$ cat src/rtl/mult_acc_neuron_if.sv
// Stream interface for mult_acc_neuron: packed operand lanes and bias in,
// rescaled/saturated result out. The master drives operands; the neuron is the slave.
interface mult_acc_neuron_if #(
  parameter int PARALLEL_IN = 4,
  parameter int DATA1_WIDTH = 16,
  parameter int DATA2_WIDTH = 16,
  parameter int OUT_WIDTH   = 32
);
  logic [DATA1_WIDTH*PARALLEL_IN-1:0] din1;
  logic [DATA2_WIDTH*PARALLEL_IN-1:0] din2;
  logic                               din_valid;
  logic                               din_last;
  logic [OUT_WIDTH-1:0]               bias;
  logic [OUT_WIDTH-1:0]               dout;
  logic                               dout_valid;
  logic                               dout_sat;

  modport master (
    output din1, din2, din_valid, din_last, bias,
    input  dout, dout_valid, dout_sat
  );

  modport slave (
    input  din1, din2, din_valid, din_last, bias,
    output dout, dout_valid, dout_sat
  );
endinterface

$ cat src/rtl/mult_acc_neuron.sv
// Streaming dot-product neuron: lane multipliers, pipelined adder tree, framed accumulator
// with bias, saturating rescale. Define MULT_ACC_RELU_EN to clamp negative results to zero.
module mult_acc_neuron #(
  parameter int PARALLEL_IN = 4,
  parameter int DATA1_WIDTH = 16,
  parameter int DATA1_INT   = 2,
  parameter int DATA2_WIDTH = 16,
  parameter int DATA2_INT   = 2,
  parameter int ACC_WIDTH   = 48,
  parameter int OUT_WIDTH   = 32,
  parameter int OUT_INT     = 16
) (
  input  logic             clk,
  input  logic             rst,
  mult_acc_neuron_if.slave bus
);
  localparam int PW = DATA1_WIDTH + DATA2_WIDTH;
  localparam int PP = (DATA1_WIDTH - DATA1_INT) + (DATA2_WIDTH - DATA2_INT);
  localparam int SH = PP - (OUT_WIDTH - OUT_INT);
  localparam int LV = $clog2(PARALLEL_IN);
  localparam int NP = 1 << LV;
  localparam int TW = PW + LV;
  localparam int CW = (ACC_WIDTH > OUT_WIDTH) ? ACC_WIDTH : OUT_WIDTH;
  localparam logic signed [CW-1:0] SAT_MAX = CW'({1'b0, {(OUT_WIDTH-1){1'b1}}});
  localparam logic signed [CW-1:0] SAT_MIN = ~SAT_MAX;

  logic [DATA1_WIDTH*NP-1:0]   din1_pad_s;
  logic [DATA2_WIDTH*NP-1:0]   din2_pad_s;
  logic signed [PW-1:0]        op1_s;
  logic signed [PW-1:0]        op2_s;
  logic signed [PW-1:0]        prod_d [NP];
  logic signed [PW-1:0]        prod_q [NP];
  logic                        m_valid_d, m_valid_q;
  logic                        m_last_d, m_last_q;
  logic signed [OUT_WIDTH-1:0] m_bias_d, m_bias_q;

  // Stage M: lane products; lanes padded up to a power of two multiply zero.
  always_comb begin
    din1_pad_s = (DATA1_WIDTH*NP)'(bus.din1);
    din2_pad_s = (DATA2_WIDTH*NP)'(bus.din2);
    op1_s      = '0;
    op2_s      = '0;
    for (int i = 0; i < NP; i++) begin
      op1_s     = PW'($signed(din1_pad_s[i*DATA1_WIDTH +: DATA1_WIDTH]));
      op2_s     = PW'($signed(din2_pad_s[i*DATA2_WIDTH +: DATA2_WIDTH]));
      prod_d[i] = op1_s * op2_s;
    end
    m_valid_d = bus.din_valid;
    m_last_d  = bus.din_valid & bus.din_last;
    m_bias_d  = bus.bias;
  end

  // Stage M registers.
  always_ff @(posedge clk or negedge rst) begin
    if (!rst) begin
      for (int i = 0; i < NP; i++) prod_q[i] <= '0;
      m_valid_q <= 1'b0;
      m_last_q  <= 1'b0;
      m_bias_q  <= '0;
    end else begin
      prod_q    <= prod_d;
      m_valid_q <= m_valid_d;
      m_last_q  <= m_last_d;
      m_bias_q  <= m_bias_d;
    end
  end

  logic signed [TW-1:0]        sum_s;
  logic                        t_valid_s;
  logic                        t_last_s;
  logic signed [OUT_WIDTH-1:0] t_bias_s;

  if (LV == 0) begin : g_flat
    assign sum_s     = TW'(prod_q[0]);
    assign t_valid_s = m_valid_q;
    assign t_last_s  = m_last_q;
    assign t_bias_s  = m_bias_q;
  end else begin : g_tree
    logic signed [TW-1:0]        node_s [1:2*NP-1];
    logic signed [TW-1:0]        node_d [1:NP-1];
    logic signed [TW-1:0]        node_q [1:NP-1];
    logic [LV-1:0]               tv_d, tv_q;
    logic [LV-1:0]               tl_d, tl_q;
    logic signed [OUT_WIDTH-1:0] tb_d [LV];
    logic signed [OUT_WIDTH-1:0] tb_q [LV];

    // Heap-ordered tree: node i sums children 2i and 2i+1, leaves live at NP..2NP-1.
    always_comb begin
      for (int i = 1; i < NP; i++) node_s[i] = node_q[i];
      for (int j = 0; j < NP; j++) node_s[NP+j] = TW'(prod_q[j]);
      for (int i = 1; i < NP; i++) node_d[i] = node_s[2*i] + node_s[2*i+1];
      tv_d[0] = m_valid_q;
      tl_d[0] = m_last_q;
      tb_d[0] = m_bias_q;
      for (int k = 1; k < LV; k++) begin
        tv_d[k] = tv_q[k-1];
        tl_d[k] = tl_q[k-1];
        tb_d[k] = tb_q[k-1];
      end
    end

    // Stage T registers: tree nodes plus the valid/last/bias side pipeline.
    always_ff @(posedge clk or negedge rst) begin
      if (!rst) begin
        for (int i = 1; i < NP; i++) node_q[i] <= '0;
        for (int k = 0; k < LV; k++) tb_q[k] <= '0;
        tv_q <= '0;
        tl_q <= '0;
      end else begin
        node_q <= node_d;
        tb_q   <= tb_d;
        tv_q   <= tv_d;
        tl_q   <= tl_d;
      end
    end

    assign sum_s     = node_q[1];
    assign t_valid_s = tv_q[LV-1];
    assign t_last_s  = tl_q[LV-1];
    assign t_bias_s  = tb_q[LV-1];
  end

  logic signed [ACC_WIDTH-1:0] base_s;
  logic signed [ACC_WIDTH-1:0] acc_d, acc_q;
  logic signed [ACC_WIDTH-1:0] fin_d, fin_q;
  logic                        first_d, first_q;
  logic                        a_valid_d, a_valid_q;

  // Stage A: first beat of a vector restarts from zero, so back-to-back vectors need no bubble.
  always_comb begin
    acc_d     = acc_q;
    fin_d     = fin_q;
    first_d   = first_q;
    a_valid_d = 1'b0;
    base_s    = acc_q;
    if (t_valid_s) begin
      if (first_q) begin
        base_s = '0;
      end else begin
        base_s = acc_q;
      end
      acc_d   = base_s + ACC_WIDTH'(sum_s);
      first_d = t_last_s;
      if (t_last_s) begin
        fin_d     = acc_d + (ACC_WIDTH'(t_bias_s) <<< SH);
        a_valid_d = 1'b1;
      end else begin
        fin_d     = fin_q;
        a_valid_d = 1'b0;
      end
    end else begin
      acc_d     = acc_q;
      first_d   = first_q;
      a_valid_d = 1'b0;
    end
  end

  // Stage A registers.
  always_ff @(posedge clk or negedge rst) begin
    if (!rst) begin
      acc_q     <= '0;
      fin_q     <= '0;
      first_q   <= 1'b1;
      a_valid_q <= 1'b0;
    end else begin
      acc_q     <= acc_d;
      fin_q     <= fin_d;
      first_q   <= first_d;
      a_valid_q <= a_valid_d;
    end
  end

  logic signed [CW-1:0]        shr_s;
  logic [OUT_WIDTH-1:0]        clip_s;
  logic                        clip_sat_s;
  logic                        relu_s;
  logic [OUT_WIDTH-1:0]        dout_d, dout_q;
  logic                        dout_valid_d, dout_valid_q;
  logic                        dout_sat_d, dout_sat_q;

  // Stage O: rescale to the output point (floor), clip, optional ReLU; hold between pulses.
  always_comb begin
    shr_s        = CW'(fin_q) >>> SH;
    clip_s       = shr_s[OUT_WIDTH-1:0];
    clip_sat_s   = 1'b0;
    dout_d       = dout_q;
    dout_sat_d   = dout_sat_q;
    dout_valid_d = a_valid_q;
    if (shr_s > SAT_MAX) begin
      clip_s     = SAT_MAX[OUT_WIDTH-1:0];
      clip_sat_s = 1'b1;
    end else if (shr_s < SAT_MIN) begin
      clip_s     = SAT_MIN[OUT_WIDTH-1:0];
      clip_sat_s = 1'b1;
    end else begin
      clip_s     = shr_s[OUT_WIDTH-1:0];
      clip_sat_s = 1'b0;
    end
`ifdef MULT_ACC_RELU_EN
    relu_s = clip_s[OUT_WIDTH-1];
`else
    relu_s = 1'b0;
`endif
    if (a_valid_q) begin
      if (relu_s) begin
        dout_d     = '0;
        dout_sat_d = 1'b0;
      end else begin
        dout_d     = clip_s;
        dout_sat_d = clip_sat_s;
      end
    end else begin
      dout_d     = dout_q;
      dout_sat_d = dout_sat_q;
    end
  end

  // Stage O registers drive the outputs directly.
  always_ff @(posedge clk or negedge rst) begin
    if (!rst) begin
      dout_q       <= '0;
      dout_valid_q <= 1'b0;
      dout_sat_q   <= 1'b0;
    end else begin
      dout_q       <= dout_d;
      dout_valid_q <= dout_valid_d;
      dout_sat_q   <= dout_sat_d;
    end
  end

  assign bus.dout       = dout_q;
  assign bus.dout_valid = dout_valid_q;
  assign bus.dout_sat   = dout_sat_q;
endmodule

$ cat src/flat_wrapper.sv
// flat-port wrapper written by rule: the top's interface ports become plain ports
module mult_acc_neuron_flat 
#(
  parameter int PARALLEL_IN = 4,
  parameter int DATA1_WIDTH = 16,
  parameter int DATA1_INT   = 2,
  parameter int DATA2_WIDTH = 16,
  parameter int DATA2_INT   = 2,
  parameter int ACC_WIDTH   = 48,
  parameter int OUT_WIDTH   = 32,
  parameter int OUT_INT     = 16
)
  (clk, rst, bus_din1, bus_din2, bus_din_valid, bus_din_last, bus_bias, bus_dout, bus_dout_valid, bus_dout_sat);
  mult_acc_neuron_if #(.PARALLEL_IN(PARALLEL_IN), .DATA1_WIDTH(DATA1_WIDTH), .DATA2_WIDTH(DATA2_WIDTH), .OUT_WIDTH(OUT_WIDTH)) bus_i ();
  input  logic clk;
  input  logic rst;
  input wire logic [$bits(bus_i.din1)-1:0] bus_din1;
  input wire logic [$bits(bus_i.din2)-1:0] bus_din2;
  input wire logic [$bits(bus_i.din_valid)-1:0] bus_din_valid;
  input wire logic [$bits(bus_i.din_last)-1:0] bus_din_last;
  input wire logic [$bits(bus_i.bias)-1:0] bus_bias;
  output wire logic [$bits(bus_i.dout)-1:0] bus_dout;
  output wire logic [$bits(bus_i.dout_valid)-1:0] bus_dout_valid;
  output wire logic [$bits(bus_i.dout_sat)-1:0] bus_dout_sat;
  assign bus_i.din1 = bus_din1;
  assign bus_i.din2 = bus_din2;
  assign bus_i.din_valid = bus_din_valid;
  assign bus_i.din_last = bus_din_last;
  assign bus_i.bias = bus_bias;
  assign bus_dout = bus_i.dout;
  assign bus_dout_valid = bus_i.dout_valid;
  assign bus_dout_sat = bus_i.dout_sat;
  mult_acc_neuron #(.PARALLEL_IN(PARALLEL_IN), .DATA1_WIDTH(DATA1_WIDTH), .DATA1_INT(DATA1_INT), .DATA2_WIDTH(DATA2_WIDTH), .DATA2_INT(DATA2_INT), .ACC_WIDTH(ACC_WIDTH), .OUT_WIDTH(OUT_WIDTH), .OUT_INT(OUT_INT)) u_core (.clk(clk), .rst(rst), .bus(bus_i));
endmodule
$ cat config.mk
export PLATFORM = sky130hd
export DESIGN_NAME = mult_acc_neuron_flat
export DESIGN_NICKNAME = d
export VERILOG_FILES = /design/src/rtl/mult_acc_neuron_if.sv /design/src/rtl/mult_acc_neuron.sv /design/src/flat_wrapper.sv
export SDC_FILE = /design/constraint.sdc
export NUM_CORES = 2
export LEC_CHECK = 0
export ABC_CLOCK_PERIOD_IN_PS = 8200
export BUFFER_PORTS_ARGS = -buffer_cell sky130_fd_sc_hd__buf_2
export CORE_AREA = 5 5 423 425
export CTS_CLUSTER_DIAMETER = 50
export CTS_CLUSTER_SIZE = 12
export DETAILED_ROUTE_END_ITERATION = 6
export DIE_AREA = 0 0 428 430
export SETUP_SLACK_MARGIN = 0.2
export SLEW_MARGIN = 0
export SYNTH_ARGS = -nofsm -noshare
export SYNTH_HDL_FRONTEND = slang
export SYNTH_SLANG_ARGS = --single-unit
$ cat constraint.sdc
create_clock -name clk -period 8.2 [get_ports clk]
set_input_delay 0 -clock clk [delete_from_list [all_inputs] [get_ports clk]]
set_output_delay 0 -clock clk [all_outputs]
set_load 0.03 [all_outputs]
==> metrics.md <==
| Metric | Value |
|---|---|
| EDFF count, synth | `0` |
| CP startpoint kind | `flip-flop` |
| Area post-placement | `64080 sq um` |
| Period minus WS final | `6434 ps` |
| Vias in the first global route | `46274` |
| Seq. cell area | `11260 sq um` |
| Core Box Area | `175000 sq um` |
| Clock-pin slew on the worst setup and hold paths | `60 ps` |
| CTS tree | `built` |
| DRC viols | `0` |
| Distinct cells, synth | `81` |
| Multi-input gate area | `44100 sq um` |
| Via count | `41944` |
| Slew @ Worst Pin | `1254 ps` |
| Post-CTS Setup Bufs | `0` |
| Final hold vios | `0` |
| Die area | `184000 sq um` |
| I/O pin count | `198` |
| Critical Path Fanout Max | `21` |
| Clock Sinks | `450` |
| Yosys Warn Count | `0` |
| R2R depth | `23` |
| Period utilisation layout | `78.47%` |
| Ys flop type | `dfrtp_1` |
| Slew headroom | `16.32%` |
| Critical Path End Type | `flip-flop` |
| Synth Register Bits | `450` |
| Setup violations, final | `0` |
| Floorplan row count | `154` |
| WL final | `145400 microns` |
| Final Max Tran Viols | `0` |
| Slowest stage delay, CP | `790 ps` |
| Syn_nets | `7990` |
| CP top delay family | `compound AO/OA/AOI/OAI gates` |
| Skew final | `18.58 ps` |
| Hold slack | `23.77 ps` |
| Pin count of the biggest net entering global routing | `149` |
| Run status | `complete, no violations` |
| Die height | `430 microns` |
| FMAX | `155.4 MHz` |
| Gpl congestion | `0.8575` |
| Antenna viol nets, final | `0` |
| Drt first pass iters | `5` |
| CP Depth | `23` |
| Synth async-reset ratio | `100.0%` |
| Finished Cell Area | `66570 sq um` |
| Crit-path cells | `nor2b_1 > ha_1 > fa_1 > a211o_1 > a2111o_1 > a31oi_1 > nor2_1 > nor2_1 > o21ai_0 > a31oi_1 > o21bai_1 > xor2_1 > ha_1 > a21oi_1 > o21ai_0 > a31oi_1 > nand4b_1 > a21oi_1 > o211a_1 > o21ai_0 > a21oi_1 > xor2_1 > o21ai_0` |
| Seq/Total Area, Yosys | `18.54%` |
| Max Buffers Root-to-Sink | `3` |
| Worst hold path type | `primary input to async pin` |
| Number of vias per cell | `4.773` |
| Initial antenna violation count | `2` |
| Die width | `428 microns` |
| Filler cell count | `17500` |
| Mapped Cells | `6266` |
| Total negative slack | `0 ps` |
| First-pass GRT wire length | `243900 microns` |
| Clk root buf | `clkbuf_16` |
| Area grow syn2layout | `9.571%` |
| Worst Path Arrival | `6890 ps` |
| Max_cap viols | `0` |
| Share of cells above drive strength 1 | `6.129%` |
| Total global routing track utilization | `16.10%` |
| Most frequent CP cell | `o21ai_0` |
| WS Path Type | `flip-flop to flip-flop` |
| Crit path buffers/inverters | `0` |
| Nets | `8132` |
| Iter 0 DRT Violations | `2136` |
| H-tree Lvls | `2` |
| GRT Residual Overflow | `0` |
| Initial Utilization | `34.72%` |
| Clk_lat worst skew | `620 ps` |
| Synthesized area per cell | `9.696 sq um` |
| HPWL Detailed | `117800 microns` |
| Port Buf Inserts | `197` |
| CP max-delay cell | `dfstp_2` |
| Routed len/inst | `16.55 microns` |
| Total CTS buffers | `60` |
| Critical Path RT | `8650 ps` |
| Mapped Area | `60750 sq um` |
| Post-CTS sizing | `0` |
| RSZ-0062 raised after global routing | `false` |
-- cell families (layout without fill, tap and decap cells) --
family / after synthesis / after routing / share of synthesized area (%)
other: 0 / 2 / 0
muxes: 51 / 51 / 0.9515
adders and majority gates: 1560 / 1560 / 45.14
DFF: 450 / 450 / 18.54
xor gates and xnor gates: 299 / 299 / 4.311
and+or+nand+nor: 1659 / 1659 / 13.55
AOI/OAI and AO/OA: 812 / 812 / 8.638
buffers and inverters: 1435 / 1614 / 8.872
-- path summary, 6_finish.rpt --
path | from | end | slack (ps)
worst max-delay path | u_core.first_q | u_core.fin_q[43] | 1770
worst min-delay path | rst | u_core.m_bias_q[9] | 20
worst max register to register | u_core.first_q | u_core.fin_q[43] | 1770
worst min register to register | u_core.g_tree.tb_d[6] | u_core.t_bias_s[6] | 340
max in group asynchronous | rst | u_core.g_tree.tv_q[1] | 6680
min in group clk | bus_bias[9] | u_core.m_bias_q[9] | 40
-- state kept, by name, indices dropped and copies added, names as in the netlist, 32 cells and up --
signal and cells:
u_core.m_bias_q 32, u_core.t_bias_s 32, u_core.g_tree.node_s 128, u_core.acc_q 48, u_core.fin_q 36, u_core.g_tree.tb_d 32
u_core.sum_s 34, u_core.bus.dout 32, u_core.g_tree.node_q 66
-- cell usage in the layout (no fill, tap or decap), types with 8 or more instances in the layout --
cell,count
nor2b_1,80
nor3_1,36
and2_1,504
clkbuf_16,61
xnor2_1,219
a31o_2,15
nand2b_1,46
or3_1,14
nand2_1,613
nor2_1,222
dfrtp_1,448
inv_1,1253
dlygate4sd3_1,55
nand4_1,23
a31oi_1,28
buf_2,196
ha_1,507
o21bai_1,42
xor2_1,80
o31ai_1,14
mux2_2,50
nand3_1,49
inv_6,11
a21o_1,123
fa_1,1053
and4_1,8
o21a_1,31
clkinvlp_4,8
and3_1,26
nor4_1,10
o211ai_1,25
o22ai_1,35
buf_4,9
o21ai_0,157
a21oi_1,229
a211oi_1,23
-- metrics by stage --
stage / util, % / cells / worst slack (ps)
finish: 38.05 / 8787 / 1766
global route: 38.04 / 8785 / 1298
CTS: 38.04 / 8785 / 1770
detailed placement: 36.63 / 8631 / 1783
global placement: 36.63 / 8631 / 1837
floorplan: - / 6266 / 2501
-- routing by layer --
metal / up-vias / part of all wire [%] / track usage, %
met1: 21142 / 46 / 22.58
met3: 174 / 4.8 / 2.191
met2: 922 / 47 / 26.63
met4: 0 / 2.2 / 3.596
met5: - / 0 / 0
li1: 19706 / - / -
-- synth_stat cells, types with 6 or more instances --
cell type,number,share of area (%)
a211o_1,6,0.086
a211oi_1,23,0.28
a21boi_0,6,0.074
a21o_1,123,1.5
a21oi_1,229,1.9
a31o_2,15,0.22
a31oi_1,28,0.29
and2_1,504,5.2
and3_1,26,0.27
and4_1,8,0.12
clkbuf_1,176,1.1
dfrtp_1,449,18
fa_1,1053,35
ha_1,507,10
inv_1,1253,7.7
mux2_2,50,0.93
nand2_1,614,3.8
nand2b_1,46,0.47
nand3_1,49,0.40
nand3b_1,6,0.074
nand4_1,23,0.24
nor2_1,223,1.4
nor2b_1,80,0.82
nor3_1,36,0.30
nor4_1,10,0.10
o211ai_1,25,0.31
o21a_1,31,0.38
o21ai_0,157,1.3
o21bai_1,42,0.52
o22ai_1,35,0.36
o31ai_1,14,0.17
or2_2,6,0.062
or3_1,14,0.14
xnor2_1,219,3.2
xor2_1,80,1.2
-- cell type report --
class | instances | share of cell area [%]
Timing Repair Buffer | 262 | 2.455
Clock buffer | 66 | 2.351
Inverter | 1253 | 7.066
Clock inverter | 33 | 0.5451
Multi-Input combinational cell | 4381 | 66.26
Antenna cell | 2 | 0.007519
Sequential cell | 450 | 16.92
Tap cell | 2340 | 4.398
-- repair_timing --
item / CTS / global route
endpoints found under the setup margin: 0 / 0
endpoints found under the hold margin: 141 / 0
hold buffers: 55 / 0
Power is not shown: default switching activity piles up to over one toggle a cycle in this logic, so the estimate is an artifact.
